$ cat src/rtl/chan_frame_buffer.sv
// Ping-pong frame buffer: collects channelizer samples into whole frames and streams them out in order.
// Define CHAN_FRAME_BUFFER_POWER_EN to add the Output_power port (I*I+Q*Q of each readout word).
module chan_frame_buffer #(
    parameter int NUM_CHANNELS        = 32,
    parameter int CHANNEL_INDEX_WIDTH = $clog2(NUM_CHANNELS),
    parameter int DATA_WIDTH          = 25
) (
    input  logic                           Clk,
    input  logic                           Rst,
    input  logic                           Input_valid,
    input  logic [CHANNEL_INDEX_WIDTH-1:0] Input_index,
    input  logic signed [DATA_WIDTH-1:0]   Input_data [2],
    output logic                           Output_valid,
    input  logic                           Output_ready,
    output logic [CHANNEL_INDEX_WIDTH-1:0] Output_index,
    output logic signed [DATA_WIDTH-1:0]   Output_data [2],
    output logic                           Output_last,
`ifdef CHAN_FRAME_BUFFER_POWER_EN
    output logic [2*DATA_WIDTH:0]          Output_power,
`endif
    output logic                           Error_sequence,
    output logic                           Error_overflow
);

    localparam int IW = CHANNEL_INDEX_WIDTH;
    localparam int WW = 2 * DATA_WIDTH;
    localparam logic [IW-1:0] LAST_IDX = IW'(NUM_CHANNELS - 1);
    localparam logic [IW-1:0] IDX_ONE  = IW'(1);

    typedef enum logic [1:0] {W_SYNC, W_FILL, W_DROP} wr_state_t;
    typedef enum logic       {R_IDLE, R_READ}         rd_state_t;

    // Bank b occupies addresses {b, index}; each word packs {Q, I}.
    logic [WW-1:0] mem [2*NUM_CHANNELS];

    logic [1:0]    full;
    logic [1:0]    full_nxt;
    logic          wr_bank;
    logic          rd_bank;
    logic          rd_bank_nxt;
    logic          free_bank;

    wr_state_t     wr_state;
    wr_state_t     wr_state_nxt;
    logic [IW-1:0] wr_exp;
    logic [IW-1:0] wr_exp_nxt;
    logic          wr_en;
    logic          set_full;
    logic          seq_err;
    logic          ovf_err;

    rd_state_t     rd_state;
    rd_state_t     rd_state_nxt;
    logic [IW-1:0] rd_cnt;
    logic [IW-1:0] rd_cnt_nxt;
    logic [IW-1:0] rd_idx;
    logic          rd_issue;

    logic          s1_valid;
    logic [IW-1:0] s1_idx;
    logic [WW-1:0] s1_word;

    logic          advance;
    logic          free_en;
    logic          bank_free;
    logic          idx_zero;

    assign advance  = !Output_valid || Output_ready;
    assign free_en  = Output_valid && Output_ready && Output_last;
    assign idx_zero = (Input_index == '0);
    // A bank released this very cycle already counts as free for the writer.
    assign bank_free = !full[wr_bank] || (free_en && (free_bank == wr_bank));

    // ------------------------------------------------------------------ writer
    // NOTE: every signal driven here gets a default first, so no path leaves one unassigned and no latch is inferred.
    always_comb begin
        wr_state_nxt = wr_state;
        wr_exp_nxt   = wr_exp;
        wr_en        = 1'b0;
        set_full     = 1'b0;
        seq_err      = 1'b0;
        ovf_err      = 1'b0;
        unique case (wr_state)
            W_SYNC: begin
                if (Input_valid && idx_zero) begin
                    if (bank_free) begin
                        wr_en        = 1'b1;
                        wr_exp_nxt   = IDX_ONE;
                        wr_state_nxt = W_FILL;
                    end else begin
                        ovf_err      = 1'b1;
                        wr_state_nxt = W_DROP;
                    end
                end
            end
            W_DROP: begin
                if (Input_valid && idx_zero && bank_free) begin
                    wr_en        = 1'b1;
                    wr_exp_nxt   = IDX_ONE;
                    wr_state_nxt = W_FILL;
                end
            end
            W_FILL: begin
                if (Input_valid) begin
                    if (Input_index == wr_exp) begin
                        wr_en = 1'b1;
                        if (wr_exp == LAST_IDX) begin
                            set_full     = 1'b1;
                            wr_state_nxt = W_SYNC;
                        end else begin
                            wr_exp_nxt = wr_exp + IDX_ONE;
                        end
                    end else begin
                        // Partial frame is abandoned; a fresh index 0 restarts it in place.
                        seq_err = 1'b1;
                        if (idx_zero) begin
                            wr_en      = 1'b1;
                            wr_exp_nxt = IDX_ONE;
                        end else begin
                            wr_state_nxt = W_SYNC;
                        end
                    end
                end
            end
            default: wr_state_nxt = W_SYNC;
        endcase
    end

    always_comb begin
        full_nxt = full;
        if (free_en)  full_nxt[free_bank] = 1'b0;
        if (set_full) full_nxt[wr_bank]   = 1'b1;
    end

    // NOTE: state registers use non-blocking assignments so every flop samples pre-edge values.
    always_ff @(posedge Clk) begin
        if (!Rst) begin
            wr_state       <= W_SYNC;
            wr_exp         <= '0;
            wr_bank        <= 1'b0;
            free_bank      <= 1'b0;
            full           <= 2'b00;
            Error_sequence <= 1'b0;
            Error_overflow <= 1'b0;
        end else begin
            wr_state       <= wr_state_nxt;
            wr_exp         <= wr_exp_nxt;
            full           <= full_nxt;
            Error_sequence <= seq_err;
            Error_overflow <= ovf_err;
            if (set_full) wr_bank   <= ~wr_bank;
            if (free_en)  free_bank <= ~free_bank;
        end
    end

    // ------------------------------------------------------------------ reader
    always_comb begin
        rd_state_nxt = rd_state;
        rd_cnt_nxt   = rd_cnt;
        rd_bank_nxt  = rd_bank;
        rd_issue     = 1'b0;
        rd_idx       = rd_cnt;
        unique case (rd_state)
            R_IDLE: begin
                if (advance && full[rd_bank]) begin
                    rd_issue     = 1'b1;
                    rd_idx       = '0;
                    rd_cnt_nxt   = IDX_ONE;
                    rd_state_nxt = R_READ;
                end
            end
            R_READ: begin
                if (advance) begin
                    rd_issue = 1'b1;
                    if (rd_cnt == LAST_IDX) begin
                        // Going idle here costs no bubble: IDLE issues the next bank's word 0 on the following edge.
                        rd_cnt_nxt   = '0;
                        rd_bank_nxt  = ~rd_bank;
                        rd_state_nxt = R_IDLE;
                    end else begin
                        rd_cnt_nxt = rd_cnt + IDX_ONE;
                    end
                end
            end
            default: rd_state_nxt = R_IDLE;
        endcase
    end

    // NOTE: the frame store has no reset; the full flags gate every read, so stale contents are never emitted.
    always_ff @(posedge Clk) begin
        if (Rst && wr_en) mem[{wr_bank, Input_index}] <= {Input_data[1], Input_data[0]};
        if (rd_issue)     s1_word <= mem[{rd_bank, rd_idx}];
    end

`ifdef CHAN_FRAME_BUFFER_POWER_EN
    logic signed [DATA_WIDTH-1:0] s1_i;
    logic signed [DATA_WIDTH-1:0] s1_q;
    logic signed [WW:0]           ext_i;
    logic signed [WW:0]           ext_q;
    logic signed [WW:0]           pow_sum;

    assign s1_i    = s1_word[DATA_WIDTH-1:0];
    assign s1_q    = s1_word[WW-1:DATA_WIDTH];
    assign ext_i   = (WW+1)'(s1_i);
    assign ext_q   = (WW+1)'(s1_q);
    assign pow_sum = ext_i * ext_i + ext_q * ext_q;
`endif

    // Memory-read stage and output register stall together whenever the output word is held.
    always_ff @(posedge Clk) begin
        if (!Rst) begin
            rd_state       <= R_IDLE;
            rd_cnt         <= '0;
            rd_bank        <= 1'b0;
            s1_valid       <= 1'b0;
            s1_idx         <= '0;
            Output_valid   <= 1'b0;
            Output_last    <= 1'b0;
            Output_index   <= '0;
            Output_data[0] <= '0;
            Output_data[1] <= '0;
`ifdef CHAN_FRAME_BUFFER_POWER_EN
            Output_power   <= '0;
`endif
        end else begin
            rd_state <= rd_state_nxt;
            rd_cnt   <= rd_cnt_nxt;
            rd_bank  <= rd_bank_nxt;
            if (advance) begin
                s1_valid     <= rd_issue;
                s1_idx       <= rd_idx;
                Output_valid <= s1_valid;
                Output_last  <= s1_valid && (s1_idx == LAST_IDX);
                if (s1_valid) begin
                    Output_index   <= s1_idx;
                    Output_data[0] <= s1_word[DATA_WIDTH-1:0];
                    Output_data[1] <= s1_word[WW-1:DATA_WIDTH];
`ifdef CHAN_FRAME_BUFFER_POWER_EN
                    Output_power   <= $unsigned(pow_sum);
`endif
                end
            end
        end
    end

endmodule

$ cat config.mk
export PLATFORM = sky130hd
export DESIGN_NAME = chan_frame_buffer
export DESIGN_NICKNAME = d
export VERILOG_FILES = /design/src/rtl/chan_frame_buffer.sv
export SDC_FILE = /design/constraint.sdc
export NUM_CORES = 2
export LEC_CHECK = 0
export CAP_MARGIN = 20
export CORE_ASPECT_RATIO = 1.75
export CORE_UTILIZATION = 57
export CTS_CLUSTER_DIAMETER = 120
export CTS_CLUSTER_SIZE = 8
export DETAILED_ROUTE_END_ITERATION = 8
export GPL_TIMING_DRIVEN = 1
export HOLD_SLACK_MARGIN = 0.02
export PLACE_DENSITY = 0.86
export SKIP_CTS_REPAIR_TIMING = 1
export SYNTH_ARGS = -nofsm -noshare
export SYNTH_HDL_FRONTEND = slang
export SYNTH_SLANG_ARGS = --single-unit
export TNS_END_PERCENT = 30
$ cat constraint.sdc
create_clock -name Clk -period 6.4 [get_ports Clk]
set_input_delay 0.96 -clock Clk [delete_from_list [all_inputs] [get_ports Clk]]
set_output_delay 0.96 -clock Clk [all_outputs]
set_load 0.02 [all_outputs]
Yosys cells after proc, flatten, opt, wreduce, memory -nomap -nowiden
Memory sizes are Yosys's and may differ from the RTL's. A register that Yosys moved wholly into a read port is not among the register bits.
Cells that the tools add are included.
{"block": "totals", "ff_bits": 83, "mem_bits_rw": 3200, "input_bits": 59, "output_inout_bits": 59, "wordCells": 126, "memories": 1}
{"memory": "mem", "depth": 64, "width": 50, "read_ports": 1, "rd_clocked_by_memory_dff": 1, "write_ports": 1, "line_no": "34", "rtl": "logic [WW-1:0] mem [2*NUM_CHANNELS];"}
{"block": "classes", "n_addsub": 2, "magnitude_cmp": 5, "n_eq_ne": 17, "muxes": 53, "bitwise": 7, "reduce_logical": 24}
{"cell": "two-way mux 5 bit", "count": 12}
{"cell": "two-way mux 1 bit", "count": 24}
{"cell": "two-way mux 2 bit", "count": 9}
{"cell": "equality test 5 bit, second input constant", "count": 3}
{"cell": "case mux 5 bit (3 select lines)", "count": 1}
{"cell": "!= test 3 bit, second input constant", "count": 4}
{"cell": "adder 5 x 1 -> 5 bit, second input constant", "count": 2}
{"cell": "logical AND 1 bit", "count": 10}
{"cell": "!= test 2 bit, second input constant", "count": 5}
{"cell": "case mux 5 bit (2 select lines)", "count": 1}
{"cell": "AND reduction 3 bit", "count": 3}
{"cell": "AND reduction 7 bit", "count": 1}
{"cell": "< comparator 1 x 2 -> 1 bit, second input constant", "count": 3}
{"cell": "case mux 2 bit (3 select lines)", "count": 1}
{"cell": "equality test 5 bit", "count": 1}
{"cell": "logical NOT 5 bit", "count": 1}
{"cell": "AND reduction 5 bit", "count": 1}
{"cell": "NOT 1 bit", "count": 4}
{"cell": "case mux 1 bit (2 select lines)", "count": 2}
{"cell": "AND reduction 2 bit", "count": 2}
{"cell": "case mux 1 bit (3 select lines)", "count": 1}
{"cell": "nonzero test 3 bit", "count": 1}
{"cell": "bitwise AND 2 bit", "count": 1}
{"cell": "demux 1 bit (select 1 bit)", "count": 2}
{"cell": "10 further kinds", "count": 13}

Depth between registers and ports, before layout
{"block": "logic_depth", "ltp_word": 10, "depth_mapped": 12, "ltp_nobuf": 7}

Least setup slack after synthesis
No wires, ideal clock.
{"block": "synth_path", "path_type": "input to register", "start": "in Input_index[1]", "end": "mem mem[0][0] (netlist bit), enable pin", "setup_ns": 0.520, "arrival_ns": 5.665, "required_time_ns": 5.880, "setup_slack_ns": 0.216, "path_stages": 8, "path_buffers": 2, "path_cell_list": "buf_2 > or3_4 > buf_6 > nor3_4 > nand2_1 > o22ai_2 > nand2_1 > nor3_1"}
{"block": "synth_between", "elab_chain_len": 8, "word_cells_on_any_way": 13, "classes_between": "eq/ne (1); mux (8); reduce/logical (4)"}
{"element": "start: declaration", "line_no": "11", "rtl": "input logic [CHANNEL_INDEX_WIDTH-1:0] Input_index,"}
{"element": "logical NOT 5 bit", "line_no": "70", "rtl": "assign idx_zero = (Input_index == '0);"}
{"element": "two-way mux 1 bit / logical AND 1 bit (equally long branches)", "line_no": "116, 85, 97"}
{"element": "two-way mux 1 bit / logical AND 1 bit (equally long branches)", "line_no": "105, 97"}
{"element": "two-way mux 1 bit (on tied branches)", "line_no": "104, 97"}
{"element": "case mux 1 bit (3 select lines)", "line_no": "83", "rtl": "unique case (wr_state)"}
{"element": "logical AND 1 bit", "line_no": "191", "rtl": "if (Rst && wr_en) mem[{wr_bank, Input_index}] <= {Input_data[1], Input_data[0]};"}
{"element": "two-way mux 1 bit", "line_no": "191"}
{"element": "two-way mux 1 bit (implied by the code)", "line_no": "191"}
{"element": "end: declaration", "line_no": "34"}
Several ways; a longest one is shown, not always the timed one.

Worst setup path after layout
{"block": "layout_path", "start": "reg rd_cnt[0]", "end": "reg s1_word[48], read port of mem (data pin)"}
{"block": "layout_between", "elab_chain_len": 2}
{"element": "start: declaration", "line_no": "54", "rtl": "logic [IW-1:0] rd_cnt;"}
{"element": "start signal: assignment", "line_no": "227", "rtl": "rd_cnt <= rd_cnt_nxt;"}
{"element": "two-way mux 5 bit", "line_no": "165", "rtl": "if (advance && full[rd_bank]) begin"}
{"element": "two-way mux 5 bit (*)", "line_no": "163", "rtl": "unique case (rd_state)"}
{"element": "end: declaration", "line_no": "61", "rtl": "logic [WW-1:0] s1_word;"}
Mark *: on every way between the ends. The rest lies on a longest branch, timed or not.
A chain may end at the register's enable or synchronous reset.

==> impl_metrics.csv <==
group,metric,value,unit
run_status,outcome,"finished, violations left",
run_status,failed_checks,"DRC",
timing,setup_ws,1.53,ns
setup_path,critPathCaptureType,"flop",
global_routing,groute.layer.met1.usage,41.0,%
placement,placedInstanceArea,136000,um2
synth,ys_types,75,
synth,synth_enable_flop_cells,3250,
floorplanning,io_pins,118,
clock_tree,cts_root_buf,"sky130_fd_sc_hd__clkbuf_16",
global_routing,grt_util_met3,14.9,%
hold_path,worst_hold_path_type,"in2reg",
placement,port_buffers,117,
finish,filler_cell_count,12909,
drt,first_pass_iters,9,
global_routing,overflow_left_after_global_routing,0,
drt,detail_route.drc_violations,119,
global_routing,first_global_vias,82494,
drt,starting_drt_drc_count,17838,
global_routing,initial_antenna_violation_count,40,
timing,period_needed,4.87,ns
power,static-leakage-power,0.0447,uW
global_routing,gr-usage-all-layers,37.4,%
drt,vias,82262,
clock_tree,tritoncts,"built",
clock_tree,clk-insertion-delay-late,0.97,ns
global_routing,globalRoute.busiestLayer,"met2",
floorplanning,row_count,231,
hold_path,timing.hold.worst_endpoint,"mem[55][41]",
setup_path,highest_net_fanout_along_the_worst_path,45,
setup_path,critPathRequiredTime,7.05,ns
global_routing,first_pass_grt_wire_length,603,mm
setup_path,worstSetupStartpointType,"flop",
finish,finish.instance_area,149000,um2
synth,post_synth.cell_area_avg,17.9,um2
floorplanning,floorplan.initialDensity,57.4,%
finish,area_of_the_multi_input_gates,29200,um2
hold_path,hp-start,"Input_data[16]",
drt,detail-route-antenna-nets,0,
finish,final-seq-area,99300,um2
clock_tree,clock_pin_slew_on_the_worst_setup_and_hold_paths,0.05,ns
timing,fin_setup_tns,0,ns
timing,fin_clk_skew,0.0592,ns
setup_path,crit_type,"reg2reg",
power,vdd_ir_drop_max,0.256,mV
synth,post_synth_instance_area,130000,um2
clock_tree,clock_sink_count,3333,
timing,max_freq,205,MHz
timing,timing.final.hold_violations,0,
setup_path,r2r_cells,7,
power,power_density,312,nW/um2
drt,drt_wl_total,436,mm
floorplanning,core_area,226000,um2
synth,postSynthCellCount,7254,
setup_path,worst_path_max_delay_cell,"sky130_fd_sc_hd__dfxtp_4",
finish,syn_to_final_growth,14.4,%
placement,pre_cts_slack,1.44,ns
drt,via_per_inst,7.58,
finish,utilization,65.7,%
global_routing,grt_max_degree,160,
timing,rsz0062_at_grt,"false",
setup_path,timing.critical_path.cells,"buf_4 > buf_4 > mux2i_1 > a21oi_1 > a22o_1 > a221oi_1 > o22ai_1",
drt,routed_wire_length_per_instance,40.2,um
floorplanning,dieArea,230000,um2
timing,final_max_slew_viol_count,0,
synth,ys_ff_latch,3333,
synth,postSynth.topFlopCell,"sky130_fd_sc_hd__edfxtp_1",
timing,worst_slew_margin_rel,3.00,%
setup_path,rr_startpoint,"rd_cnt[0]",
timing,max_slew.worst_pin.slew,1.46,ns
setup_path,critical_path_arrival,5.53,ns
timing,setup_viol_count_final,0,
synth,yosysSeqAreaShare,76.4,%
synth,synthArstFlopShare,0,%
setup_path,crit_top_cell,"sky130_fd_sc_hd__buf_4",
synth,mappedNetlistNets,7317,
setup_path,r2r-end,"s1_word[48]",
floorplanning,die_w,363,um
finish,design.final.nets,7696,
job,max_cap_viol_count,0,
global_routing,grt.met2_usage,57.6,%
setup_path,slowest_delay,0.97,ns
finish,drive_gt1_share,18.3,%
setup_path,reg2reg_setup_slack,1.53,ns
timing,final_min_period_over_clock_period,76.2,%
placement,place_hpwl,227,mm
placement,gpl.final_weighted_congestion,0.959,
floorplanning,die_y,634,um
hold_path,whs_path_depth,1,
clock_tree,tritoncts.num_buffers,458,
clock_tree,cts_max_path_buffers,4,
clock_tree,htree_levels,5,
synth,yosysWarnings,0,
==> report_power, final <==
group	leakage [uW]	internal, uW	total [uW]	switching, uW
registers	0.0299	24000	24000	0.823
clock network	0.00600	13000	21900	8920
logic	0.00883	54.9	528	473
total	0.0447	37000	46400	9390
==> synth_stat cells, drive strengths merged, types with 15 or more instances <==
cell type | number | area, um2
a2bb2oi | 46 | 403
nor2 | 215 | 807
and2 | 47 | 294
o31ai | 38 | 295
a221oi | 137 | 1200
nand2b | 47 | 302
mux2i | 501 | 5020
nor2b | 18 | 113
and3 | 15 | 93.8
o21ai | 263 | 1320
a21o | 38 | 285
edfxtp | 3250 | 97600
o22ai | 80 | 507
a211oi | 17 | 133
a31oi | 52 | 325
nand2 | 340 | 1280
mux4 | 292 | 6580
inv | 16 | 60.1
nand3 | 43 | 215
buf | 213 | 1020
a22oi | 91 | 683
a21boi | 71 | 533
mux2 | 199 | 2240
nor3 | 20 | 116
a221o | 80 | 801
o211ai | 86 | 646
clkbuf | 278 | 1040
o221ai | 94 | 823
a21oi | 399 | 2000
dfxtp | 83 | 1660
o2bb2ai | 68 | 596
==> state kept, by name, indices dropped and copies added (netlist names) <==
signal,flops
s1_idx,5
mem,3200
s1_word,50
Output_data,50
Error_overflow,1
wr_exp,5
Output_last,1
Error_sequence,1
free_bank,1
s1_valid,1
rd_cnt,5
rd_bank,1
Output_valid,1
wr_state,2
Output_index,5
rd_state,1
full,2
wr_bank,1
==> cells in the final DEF, fill, tap and decap left out, types with 80 or more instances in the layout <==
| master | netlist | routed |
|---|---|---|
| sky130_fd_sc_hd__o21ai_0 | 262 | 261 |
| sky130_fd_sc_hd__mux2i_1 | 500 | 500 |
| sky130_fd_sc_hd__o221ai_1 | 94 | 94 |
| sky130_fd_sc_hd__mux2_2 | 199 | 199 |
| sky130_fd_sc_hd__a21oi_1 | 399 | 399 |
| sky130_fd_sc_hd__clkbuf_1 | 278 | 139 |
| sky130_fd_sc_hd__a221oi_1 | 137 | 137 |
| sky130_fd_sc_hd__clkbuf_16 | 0 | 465 |
| sky130_fd_sc_hd__nor2_1 | 215 | 147 |
| sky130_fd_sc_hd__buf_4 | 4 | 237 |
| sky130_fd_sc_hd__edfxtp_1 | 3250 | 3250 |
| sky130_fd_sc_hd__a22oi_1 | 91 | 91 |
| sky130_fd_sc_hd__a221o_1 | 80 | 80 |
| sky130_fd_sc_hd__o211ai_1 | 86 | 86 |
| sky130_fd_sc_hd__mux4_2 | 292 | 292 |
| sky130_fd_sc_hd__nand2_1 | 340 | 339 |
==> critical path: cells and delay by family (launching register included) <==
kind            cells  cell delay, ns
compound gates      4            1.24
buf+inv             2            1.41
flops               1            0.97
mux                 1            0.86
==> final cells by class <==
cell class | instances | share of cell area (%)
sequential | 3333 | 66.8
multi-input combinational | 3411 | 19.7
clock buffer | 604 | 8.18
timing repair buffer | 410 | 2.57
tap | 3029 | 2.55
clock inverter | 16 | 0.158
inverter | 19 | 0.0547
antenna | 27 | 0.0454
==> per-layer routing <==
metal,up-vias,routed length [um]
met5,-,406
met2,9955,196000
li1,30177,-
met4,40,46600
met1,39153,118000
met3,2937,74500
==> how the worst max path moves through the flow <==
stage,startpoint,end,cells past startpoint
2_1_floorplan,Input_index[1],mem[0][0],8
3_5_place_dp,Input_index[0],mem[50][35],9
6_report,rd_cnt[0],s1_word[48],7
5_1_grt,rd_cnt[0],s1_word[48],7
4_1_cts,rd_state,s1_word[35],8
3_3_place_gp,Input_index[0],mem[50][30],9
==> kinds of logic (layout without fill, tap and decap cells) <==
family | count (synthesis) | count (layout) | synth area share, %
AOI/OAI and AO/OA | 1618 | 1618 | 8.52
buffers and inverters | 510 | 1049 | 1.65
and+or+nand+nor | 790 | 790 | 2.72
DFF | 3333 | 3333 | 76.4
adders and majority gates | 4 | 4 | 0.0385
muxes | 992 | 992 | 10.6
xor gates and xnor gates | 7 | 7 | 0.0472
other | 0 | 27 | 0
==> metrics by stage <==
stage	instances	total power [uW]	hold WS [ns]
3_5_place_dp	10183	24900	0.463
5_1_grt	10825	47000	0.431
6_report	10849	46400	0.422
3_3_place_gp	10181	24800	0.455
2_1_floorplan	7254	24400	0.429
4_1_cts	10803	46100	0.471
Note: power is estimated with default switching activity, not from simulation.
